File: src/rtl/add_sub_pkg.sv
// Shared types and encodings for the arbitrated add/sub unit.
package add_sub_pkg;

  typedef enum logic {
    IDLE = 1'b0,
    FULL = 1'b1
  } state_t;

  localparam logic OP_ADD = 1'b0;
  localparam logic OP_SUB = 1'b1;

endpackage

File: src/rtl/add_sub_n.sv
// N-bit modular adder/subtractor; sel chooses a-b over a+b.
module add_sub_n
  import add_sub_pkg::*;
#(
  parameter int N = 8
) (
  input  logic [N-1:0] a_i,
  input  logic [N-1:0] b_i,
  input  logic         sel_i,
  output logic [N-1:0] y_o
);

  assign y_o = (sel_i == OP_SUB) ? (a_i - b_i) : (a_i + b_i);

endmodule

File: src/rtl/add_sub_arb.sv
// Round-robin arbiter feeding one shared adder/subtractor into a single-entry
// result register with valid/ready handshake.
module add_sub_arb
  import add_sub_pkg::*;
#(
  parameter  int N  = 8,
  parameter  int R  = 4,
  localparam int IW = $clog2(R)
) (
  input  logic                clk_in,
  input  logic                rst_in,
  input  logic [R-1:0]        req_vld_in,
  output logic [R-1:0]        req_rdy_o,
  input  logic [R-1:0][N-1:0] a_in,
  input  logic [R-1:0][N-1:0] b_in,
  input  logic [R-1:0]        sel_in,
  output logic                res_vld_o,
  input  logic                res_rdy_in,
  output logic [N-1:0]        res_o,
  output logic [IW-1:0]       res_id_o
);

  localparam logic [IW-1:0] LAST_RST = IW'(R - 1);

  state_t        state_q, state_d;
  logic [IW-1:0] last_q;
  logic [IW-1:0] res_id_q;
  logic [N-1:0]  res_q;
  logic [IW-1:0] win_idx;
  logic [IW-1:0] cand;
  logic          found;
  logic          accept;
  logic [N-1:0]  alu_y;

  // Search upward from the slot after the last transfer, wrapping at R.
  always_comb begin
    win_idx = '0;
    cand    = '0;
    found   = 1'b0;
    for (int k = 1; k <= R; k++) begin
      cand = IW'((int'(last_q) + k) % R);
      if (!found && req_vld_in[cand]) begin
        found   = 1'b1;
        win_idx = cand;
      end
    end
  end

  assign accept = !rst_in && found && ((state_q == IDLE) || res_rdy_in);

  for (genvar gi = 0; gi < R; gi++) begin : g_rdy
    assign req_rdy_o[gi] = accept && (win_idx == IW'(gi));
  end

  add_sub_n #(.N(N)) u_alu (
    .a_i   (a_in[win_idx]),
    .b_i   (b_in[win_idx]),
    .sel_i (sel_in[win_idx]),
    .y_o   (alu_y)
  );

  always_comb begin
    state_d = state_q;
    unique case (state_q)
      IDLE: if (accept) state_d = FULL;
      FULL: begin
        if (accept)          state_d = FULL;
        else if (res_rdy_in) state_d = IDLE;
      end
      default: state_d = IDLE;
    endcase
  end

  always_ff @(posedge clk_in or posedge rst_in) begin
    if (rst_in) begin
      state_q  <= IDLE;
      last_q   <= LAST_RST;
      res_q    <= '0;
      res_id_q <= '0;
    end else begin
      state_q <= state_d;
      if (accept) begin
        last_q   <= win_idx;
        res_q    <= alu_y;
        res_id_q <= win_idx;
      end
    end
  end

  assign res_vld_o = (state_q == FULL);
  assign res_o     = res_q;
  assign res_id_o  = res_id_q;

endmodule

File: config.mk
export PLATFORM = sky130hd
export DESIGN_NAME = add_sub_arb
export DESIGN_NICKNAME = d
export VERILOG_FILES = /design/src/rtl/add_sub_pkg.sv /design/src/rtl/add_sub_n.sv /design/src/rtl/add_sub_arb.sv
export SDC_FILE = /design/constraint.sdc
export NUM_CORES = 1
export LEC_CHECK = 0
export CAP_MARGIN = 20
export CORE_ASPECT_RATIO = 0.8
export CORE_MARGIN = 8
export CORE_UTILIZATION = 35
export DETAILED_ROUTE_END_ITERATION = 8
export GPL_TIMING_DRIVEN = 0
export HOLD_SLACK_MARGIN = 0.05
export PLACE_DENSITY = 0.76
export SKIP_LAST_GASP = 1
export SYNTH_ARGS = -nofsm -noshare
export SYNTH_HDL_FRONTEND = slang
export SYNTH_SLANG_ARGS = --single-unit
File: constraint.sdc
create_clock -name clk_in -period 3.8 [get_ports clk_in]
set_input_delay 1.14 -clock clk_in [delete_from_list [all_inputs] [get_ports clk_in]]
set_output_delay 1.14 -clock clk_in [all_outputs]
set_load 0.02 [all_outputs]
==> impl_metrics.toml <==
[setup_path]
critical_path_class = "in2reg"
cp.required_ps = 3910
critPathMaxFanout = 10
start_kind = "input port"
r2r_slack_ps = 10
critPathArrivalTime_ps = 4300
end_kind = "flip-flop"

[cells_and_area]
fin_nets = 437
layout_common_cells = "clkdlybuf4s50_1 (81), nand2_1 (44), buf_4 (39)"
n_fill_cell = 348
final_area_um2 = 3350
mostFrequentLayoutCell = "clkdlybuf4s50_1"
utilization_pct = 73.0
drive_gt1_share_pct = 32.6
n_antenna_cell = 0
areaGrowthSynthToFinish_pct = 101

[clock_tree]
cts_tree = "built"
cts-buffers-inserted = 3
insertion_delay_ps = 240
clockBufferDepth = 2
clkSlewWorstSetupHoldPaths_ps = 50
htree_levels = 1
holdBufCountCts = 0
cts_sinks = 13
cts-root-buf = "clkbuf_8"

[floorplan]
dieHeight_um = 77.8
num_rows = 22
die_area_um2 = 7260
ioPinCount = 90
core_area_um2 = 4600
dieWidth_um = 93.3
floorplan.initialDensity_pct = 36.4

[route]
drt_pass1_iterations = 4
drc_errors = 0
wl_per_cell_um = 17.6
wl_um = 7280
drtIter0Drc = 81
drtAntennaViolNets = 0
routed_via_density = 5.35
vias = 2210

[sta]
slew_headroom_pct = 66.2
finalMaxSlewViolations = 0
tightest_slew_ps = 506
rsz0062_at_grt = "true"
finalCritPeriodShare_pct = 110
fin_ws_ps = -388
min_period_ps = 4190
fmax_mhz = 239
finalSetupViolCount = 6
hold_viol_final = 0
finalClockSkew_ps = 3.59

[run]
cap_viol_max_count = 0

[status]
status = "finished, violations left"
violations = "setup timing"

[yosys]
synth_seq_cells = 13
synth_edf_count = 0
syn_area_um2 = 1670
syn_avg_cell_area_um2 = 7.74
synth.distinct_cells = 47
syn_inst = 216
seq_area_frac_synth_pct = 19.6
ys.warnings.count = 0
ys.flop_type = "dfrtp_1"
postSynth.asyncResetShare_pct = 100
synth_nets = 299

[placement]
dp_hpwl_um = 4590
gp_congestion = 0.826
dpl_cell_area_um2 = 2650
port_buffers = 89
preCtsSetupSlack_ps = -1280

[min_path]
hold_path.class = "reg2reg"

[global_route]
grt_pass1_wl_um = 10300
grt_pass1_vias = 2237
overflow = 0
track_usage_pct = 17.1
antenna_found_initial = 0
grt_start_max_net_pins = 14

[power]
peakVddDrop_mv = 0.450
p_leak_nw = 1.42
cellPowerDensity_nw_per_um2 = 812
-- per-layer routing --
| metal | routed length, um | up-vias | global-route usage (%) |
|---|---|---|---|
| met3 | 726 | 19 | 6.15 |
| met5 | 0 | - | 0 |
| li1 | - | 1044 | - |
| met4 | 195 | 0 | 3.85 |
| met2 | 3480 | 122 | 29.7 |
| met1 | 2870 | 1025 | 19.4 |
-- synth_stat cells, types with 2 or more instances --
cell	number	area, um^2
buf_6	2	22.5
nor3_1	4	20.0
nor2b_1	4	25.0
a21oi_1	7	35.0
a32oi_2	3	48.8
o21ai_1	2	10.0
o21ai_0	21	105
and2_1	2	12.5
ha_1	7	87.6
mux2_2	3	33.8
buf_1	2	7.51
and2b_1	2	15.0
dfrtp_1	11	275
dfstp_2	2	52.6
xor2_1	8	70.1
nand2b_1	4	25.0
xnor2_1	9	78.8
a32oi_1	7	61.3
nor2_1	12	45.0
mux2i_1	6	60.1
and3_1	5	31.3
a31oi_1	7	43.8
clkbuf_1	4	15.0
nand2_1	45	169
a21o_1	2	15.0
buf_4	2	15.0
nand3_1	9	45.0
inv_1	5	18.8
-- where the power goes --
group	internal (mW)	switching, mW
registers	0.206	0.0449
clock network	0.0740	0.0494
logic	1.25	1.10
total	1.53	1.19
-- logic make-up (layout without fill, tap and decap cells) --
group                    Yosys count  after routing  synth area share [%]
flip-flops                        13             13                  19.6
AND/OR/NAND/NOR                   92             92                  25.8
XOR/XNOR                          17             17                  8.91
adder cells (fa/ha/maj)            8              8                  6.44
buffers and inverters             17            154                  6.21
AO/OA/AOI/OAI                     59             59                  26.0
multiplexers                      10             10                  6.96
-- area by class of cell --
type / count / area [um^2] / share of cell area, %
Inverter: 5 / 18.8 / 0.559
Buffer: 12 / 121 / 3.62
Sequential cell: 13 / 328 / 9.77
Clock buffer: 4 / 45.0 / 1.34
Timing Repair Buffer: 133 / 1260 / 37.7
Tap cell: 60 / 75.1 / 2.24
Multi-Input combinational cell: 186 / 1500 / 44.8
-- registers in the layout (all words and copies together) (netlist names) --
signal	cells
res_id_o	2
res_vld_o	1
res_o	8
last_q	2
-- final timing paths --
kind / cells after the start / to / start
max: 18 / res_o[7] / req_vld_in[1]
min: 2 / res_id_o[1] / res_id_o[1]
max reg2reg: 17 / res_o[7] / last_q[0]
min reg2reg: 2 / res_id_o[1] / res_id_o[1]
max in group asynchronous: 2 / last_q[0] / rst_in
min in group asynchronous: 2 / res_vld_o / rst_in
-- per-stage QoR --
stage               hold WS (ps)  total power, mW  setup TNS, ps  instances
floorplan                    482             1.30           -229        216
global placement             462             1.67          -9140        365
detailed placement           476             1.71          -9840        365
CTS                          488             2.29          -1520        400
global route                 504             2.89          -2150        413
finish                       484             2.72          -1410        413
-- critical path: stages --
cell and delay, ps:
buf_8 100, and2b_1 210, a21oi_4 220, buf_6 190
nand3_2 110, a32oi_4 310, nor2b_4 250, xor2_2 210
inv_2 60, ha_4 210, nor2b_4 120, o21ai_2 130
nand2b_1 130, a311oi_4 330, a21oi_2 100, xnor2_1 190
xnor2_1 160, o21ai_1 100
-- timing repair --
item	in CTS	in global routing
resized for setup	64	59
buffers inserted	31	13
cloned	0	0
pin swaps	28	24
setup endpoints to repair	11	9
Note: power is estimated with default switching activity, not from simulation.
==> edit 1, RTL diff (same flow settings) <==
`N` is set to 8 in 2 places; all go to 7.
--- a/src/rtl/add_sub_n.sv
+++ b/src/rtl/add_sub_n.sv
@@ -2,7 +2,7 @@
 module add_sub_n
   import add_sub_pkg::*;
 #(
-  parameter int N = 8
+  parameter int N = 7
 ) (
   input  logic [N-1:0] a_i,
   input  logic [N-1:0] b_i,
--- a/src/rtl/add_sub_arb.sv
+++ b/src/rtl/add_sub_arb.sv
@@ -3,7 +3,7 @@
 module add_sub_arb
   import add_sub_pkg::*;
 #(
-  parameter  int N  = 8,
+  parameter  int N  = 7,
   parameter  int R  = 4,
   localparam int IW = $clog2(R)
 ) (
Interface: changed (resized a_in, b_in and res_o); port bits go from 90 to 81. No check against the original RTL was run, so the function may have changed too.
==> edit 1 against the original RTL <==
The run still ends with setup timing left; synthesized area is 7.9% lower; utilization fell by 4.1 points; final area fell by 14%; sequential share of layout area increased by 0.68 points; setup slack improved by 0.21 ns; routed wire length down 23%; synthesized cell count is 13% lower; first-iteration DRC count down 4.9%; register-to-register slack lost 0.06 ns; fmax is 5.4% higher; sequential cell count decreased by 1; power down 41%.
==> edit 1: results (changes against the original RTL) <==
Place
  – Cell count after placement: 325 (-11%)
  – Post-DP Area: 2440 um2 (-7.8%)
  – Input/output buffers: 80 (-10%)

STA
  – Setup ws final: -0.174 ns (+0.215 ns)
  – Relative slew slack: 0.692 (+0.0297)
  – # setup viols final: 1 (-5)

Final layout
  – Non-Filler Instances: 353 (-15%)
  – Seq Cell Count: 12 (-1)
  – Max reg flops: 7 (-1)
  – Final nets: 371 (-15%)

Drt
  – Highest Signal Layer: met3
  – Initial DRC count: 77 (-4.9%)
  – Final WL: 5.58 mm (-23%)

Global routing
  – All-layer global routing usage: 0.160 (-0.0114)
  – Largest net degree at the start of global routing: 13 (-1)

Logic synthesis
  – Mapped Nets: 262 (-12%)
  – XOR/XNOR Fraction of Synth Area: 0.0658 (-0.0233)
  – Proportion of synthesized area in mux cells: 0.124 (+0.0547)
  – Register area share after synthesis: 0.197 (+0.000480)
  – Synth Area in Compound Gates: 0.290 (+0.0295)
  – Syn avg cell area: 8.19 um2 (+5.9%)

Status
  – Outcome: finished with violations
  – Failing checks: setup timing

Worst setup path
  – Max incr delay on CP: 0.31 ns (-0.02 ns)
  – Slowest stage cell, crit path: ha_1
edit 1: cell types whose count changed in the layout (fill, tap and decap cells not counted), sizes merged, moves of 7 or more:
cell,before,now
buf,60,34
a32oi,10,0
inv,5,13
o311ai,0,8
clkdlybuf4s50,81,72
nand2,46,30
nand3,9,2
o21ai,23,13
xnor2,9,2
edit 1: report_power, final:
group | total (uW) | internal, uW | switching, uW
clock network | 124 | 74.1 | 49.9
logic | 1270 | 651 | 617
registers | 210 | 182 | 27.6
edit 1: kinds of logic after synthesis:
family | Yosys count
AOI/OAI and AO/OA | 57
xor gates and xnor gates | 10
adders and majority gates | 7
buffers and inverters | 25
DFF | 12
muxes | 17
and+or+nand+nor | 60
edit 1: path summary, 6_finish.rpt:
kind                          endpoint  depth (start not counted)     startpoint
setup / recovery              res_o[6]                         18  req_vld_in[3]
hold / removal                res_o[0]                          2       res_o[0]
setup reg to reg              res_o[6]                         18      last_q[1]
hold reg to reg               res_o[0]                          2       res_o[0]
max in group asynchronous    last_q[0]                          2         rst_in
min in group asynchronous  res_id_o[1]                          2         rst_in
edit 1: per-layer routing:
metal  GRT usage  vias to the layer above
met4      0.0165                        0
met1       0.207                      824
met5           0                        -
li1            -                      906
met3      0.0344                        0
met2       0.278                       60
edit 1: per-stage QoR:
step           hold slack (ns)  setup WS (ns)   util
2_1_floorplan            0.487         -0.176      -
3_3_place_gp             0.465          -1.24  0.581
3_5_place_dp             0.475          -1.24  0.581
4_1_cts                  0.494         -0.269  0.664
5_1_grt                  0.526         -0.357  0.689
6_report                 0.491         -0.174  0.689
edit 1: timing repair:
item / 4_1_cts / 5_1_grt
cloned: 1 / 0
setup buffers: 17 / 7
pin swaps: 18 / 16
resized for setup: 60 / 29
endpoints found under the setup margin: 10 / 8
==> edit 2, RTL diff (same settings) <==
Made on the original files. Reset style: synchronous (`rst_in`), changed in one clocked block.
--- a/src/rtl/add_sub_arb.sv
+++ b/src/rtl/add_sub_arb.sv
@@ -71,7 +71,7 @@
     endcase
   end
 
-  always_ff @(posedge clk_in or posedge rst_in) begin
+  always_ff @(posedge clk_in) begin
     if (rst_in) begin
       state_q  <= IDLE;
       last_q   <= LAST_RST;
Check against the original RTL: differs if rst_in is asserted again (counterexample within 4 cycles, from zero or initial values and one cycle with rst_in high); with rst_in held inactive, the same outputs for 10 cycles.
==> edit 2 against the original RTL <==
The run still ends with setup timing left; sequential share of layout area shrank 0.81 points; utilization is 3.9 points lower; final area is 13% lower; setup slack lost 0.0033 ns; critical path depth unchanged; highest routed layer unchanged; synthesized area down 8.5%; routed wire length down 15%; critical endpoint is now res_o[6]; sequential cell count did not move; count of clock-buffer cells in the layout stayed put.
Power is not compared: it rests on default switching activity, and its combinational part moved more than twofold at a synthesized area within 25%.
==> edit 2: results (changes against the original RTL) <==
Status
  – Outcome: finished with violations
  – Failing checks: setup timing

Drt
  – DR WL met3: 369 um (-49%)
  – Avg WL per Cell: 16.3 um (-7.5%)
  – Initial DRC count: 85 (+4.9%)
  – Routed length on met2: 3.10 mm (-11%)
  – WL met1: 2.69 mm (-6.5%)
  – Via count: 1958 (-11%)
  – Drt first pass iters: 5 (+1)

Place
  – Hpwl dp: 4.46 mm (-2.7%)
  – Post-DP Area: 2500 um2 (-5.6%)
  – Placer Congestion: 0.846 (+2.4%)

Global routing
  – Largest net degree at the start of global routing: 11 (-3)
  – First-pass GRT wire length: 9.15 mm (-11%)
  – GR Layer Usage met3: 0.0468 (-0.0147)
  – Met2 Resource Use GR: 0.293 (-0.00431)
  – Met1 Usage GRT: 0.196 (+0.00205)
  – All-layer global routing usage: 0.165 (-0.00555)

STA
  – Setup Skew: 0.000807 ns (-0.00278 ns)
  – Setup ws final: -0.391 ns (-0.00328 ns)
  – Relative slew slack: 0.606 (-0.0567)
  – # setup viols final: 9 (+3)

Clock network
  – Later-pin clock latency in the skew report: 0.24 ns (about the same)
  – Post-CTS sizing: 66 (+3.1%)
  – Post-CTS setup buffers: 14 (-55%)

Min path
  – Hold Crit Endpoint: res_o[4]
  – Hold_sp: res_o[4]

Final layout
  – Final nets: 408 (-6.6%)
  – Inverters: 3 (-2)
  – Fillers: 349 (+0.29%)
  – Non-clk buf share: 0.397 (-0.0155)
  – Seq. cell area: 260 um2 (-21%)
  – Multi-input gates: 183 (-1.6%)
  – Fraction of area in multi-input gates: 0.469 (+0.0210)
  – Fin util: 0.690 (-0.0392)
  – Non-CTS buffers: 121 (-17%)
  – Share of cells above drive strength 1: 0.253 (-0.0727)
  – ClkCell Share: 0.0155 (+0.00209)
  – Sequential share of cell area: 0.0897 (-0.00807)
  – Area Growth Syn to Fin: 89.7%

Worst setup path
  – Slowest stage cell, crit path: mux4_2
  – RR Endpoint: res_o[6]
  – Worst-path maximum fanout: 5 (-5)
  – Worst Path Arrival: 4.32 ns (+0.02 ns)
  – Reg2reg start: last_q[0]
  – FF-to-FF setup slack: 0.24 ns (+0.23 ns)

Logic synthesis
  – Proportion of synthesized area in mux cells: 0.111 (+0.0416)
  – Ys async rst share: 0 (-1.00)
  – Mapped Nets: 293 (-2.0%)
  – Top area cells in the synthesized netlist: dfxtp_1, nand2_1, ha_1, mux2i_1, xnor2_1
  – XOR/XNOR Fraction of Synth Area: 0.0916 (+0.00251)
  – Synth unique cells: 42 (-11%)
  – Top post-synthesis cells by count: nand2_1, nor2_1, o21ai_0
  – Post-Synth Adder-Cell Area: 0.0703 (+0.00595)
  – Register area share after synthesis: 0.170 (-0.0260)
  – Synth Area in Compound Gates: 0.198 (-0.0626)
==> edit 2: logic make-up after synthesis <==
| kind of cell | after synthesis |
|---|---|
| adders and majority gates | 8 |
| DFF | 13 |
| and+or+nand+nor | 100 |
| xor gates and xnor gates | 16 |
| muxes | 13 |
| buffers and inverters | 14 |
| AOI/OAI and AO/OA | 46 |
==> edit 2: metrics by stage <==
stage,hold WS (ns),total power [uW],worst slack (ns),std cells,TNS (ns)
final,0.459,1400,-0.391,381,-1.73
after global routing,0.487,1510,-0.526,381,-2.71
after CTS,0.456,1230,-0.405,373,-1.65
after detailed placement,0.448,979,-1.51,356,-13.59
after global placement,0.440,968,-1.47,356,-12.71
after floorplan,0.530,728,-0.273,210,-0.646
==> edit 2: power breakdown <==
group | internal (uW) | switching, uW
logic | 577 | 510
clock network | 74.1 | 49.7
registers | 172 | 20.1
total | 824 | 580
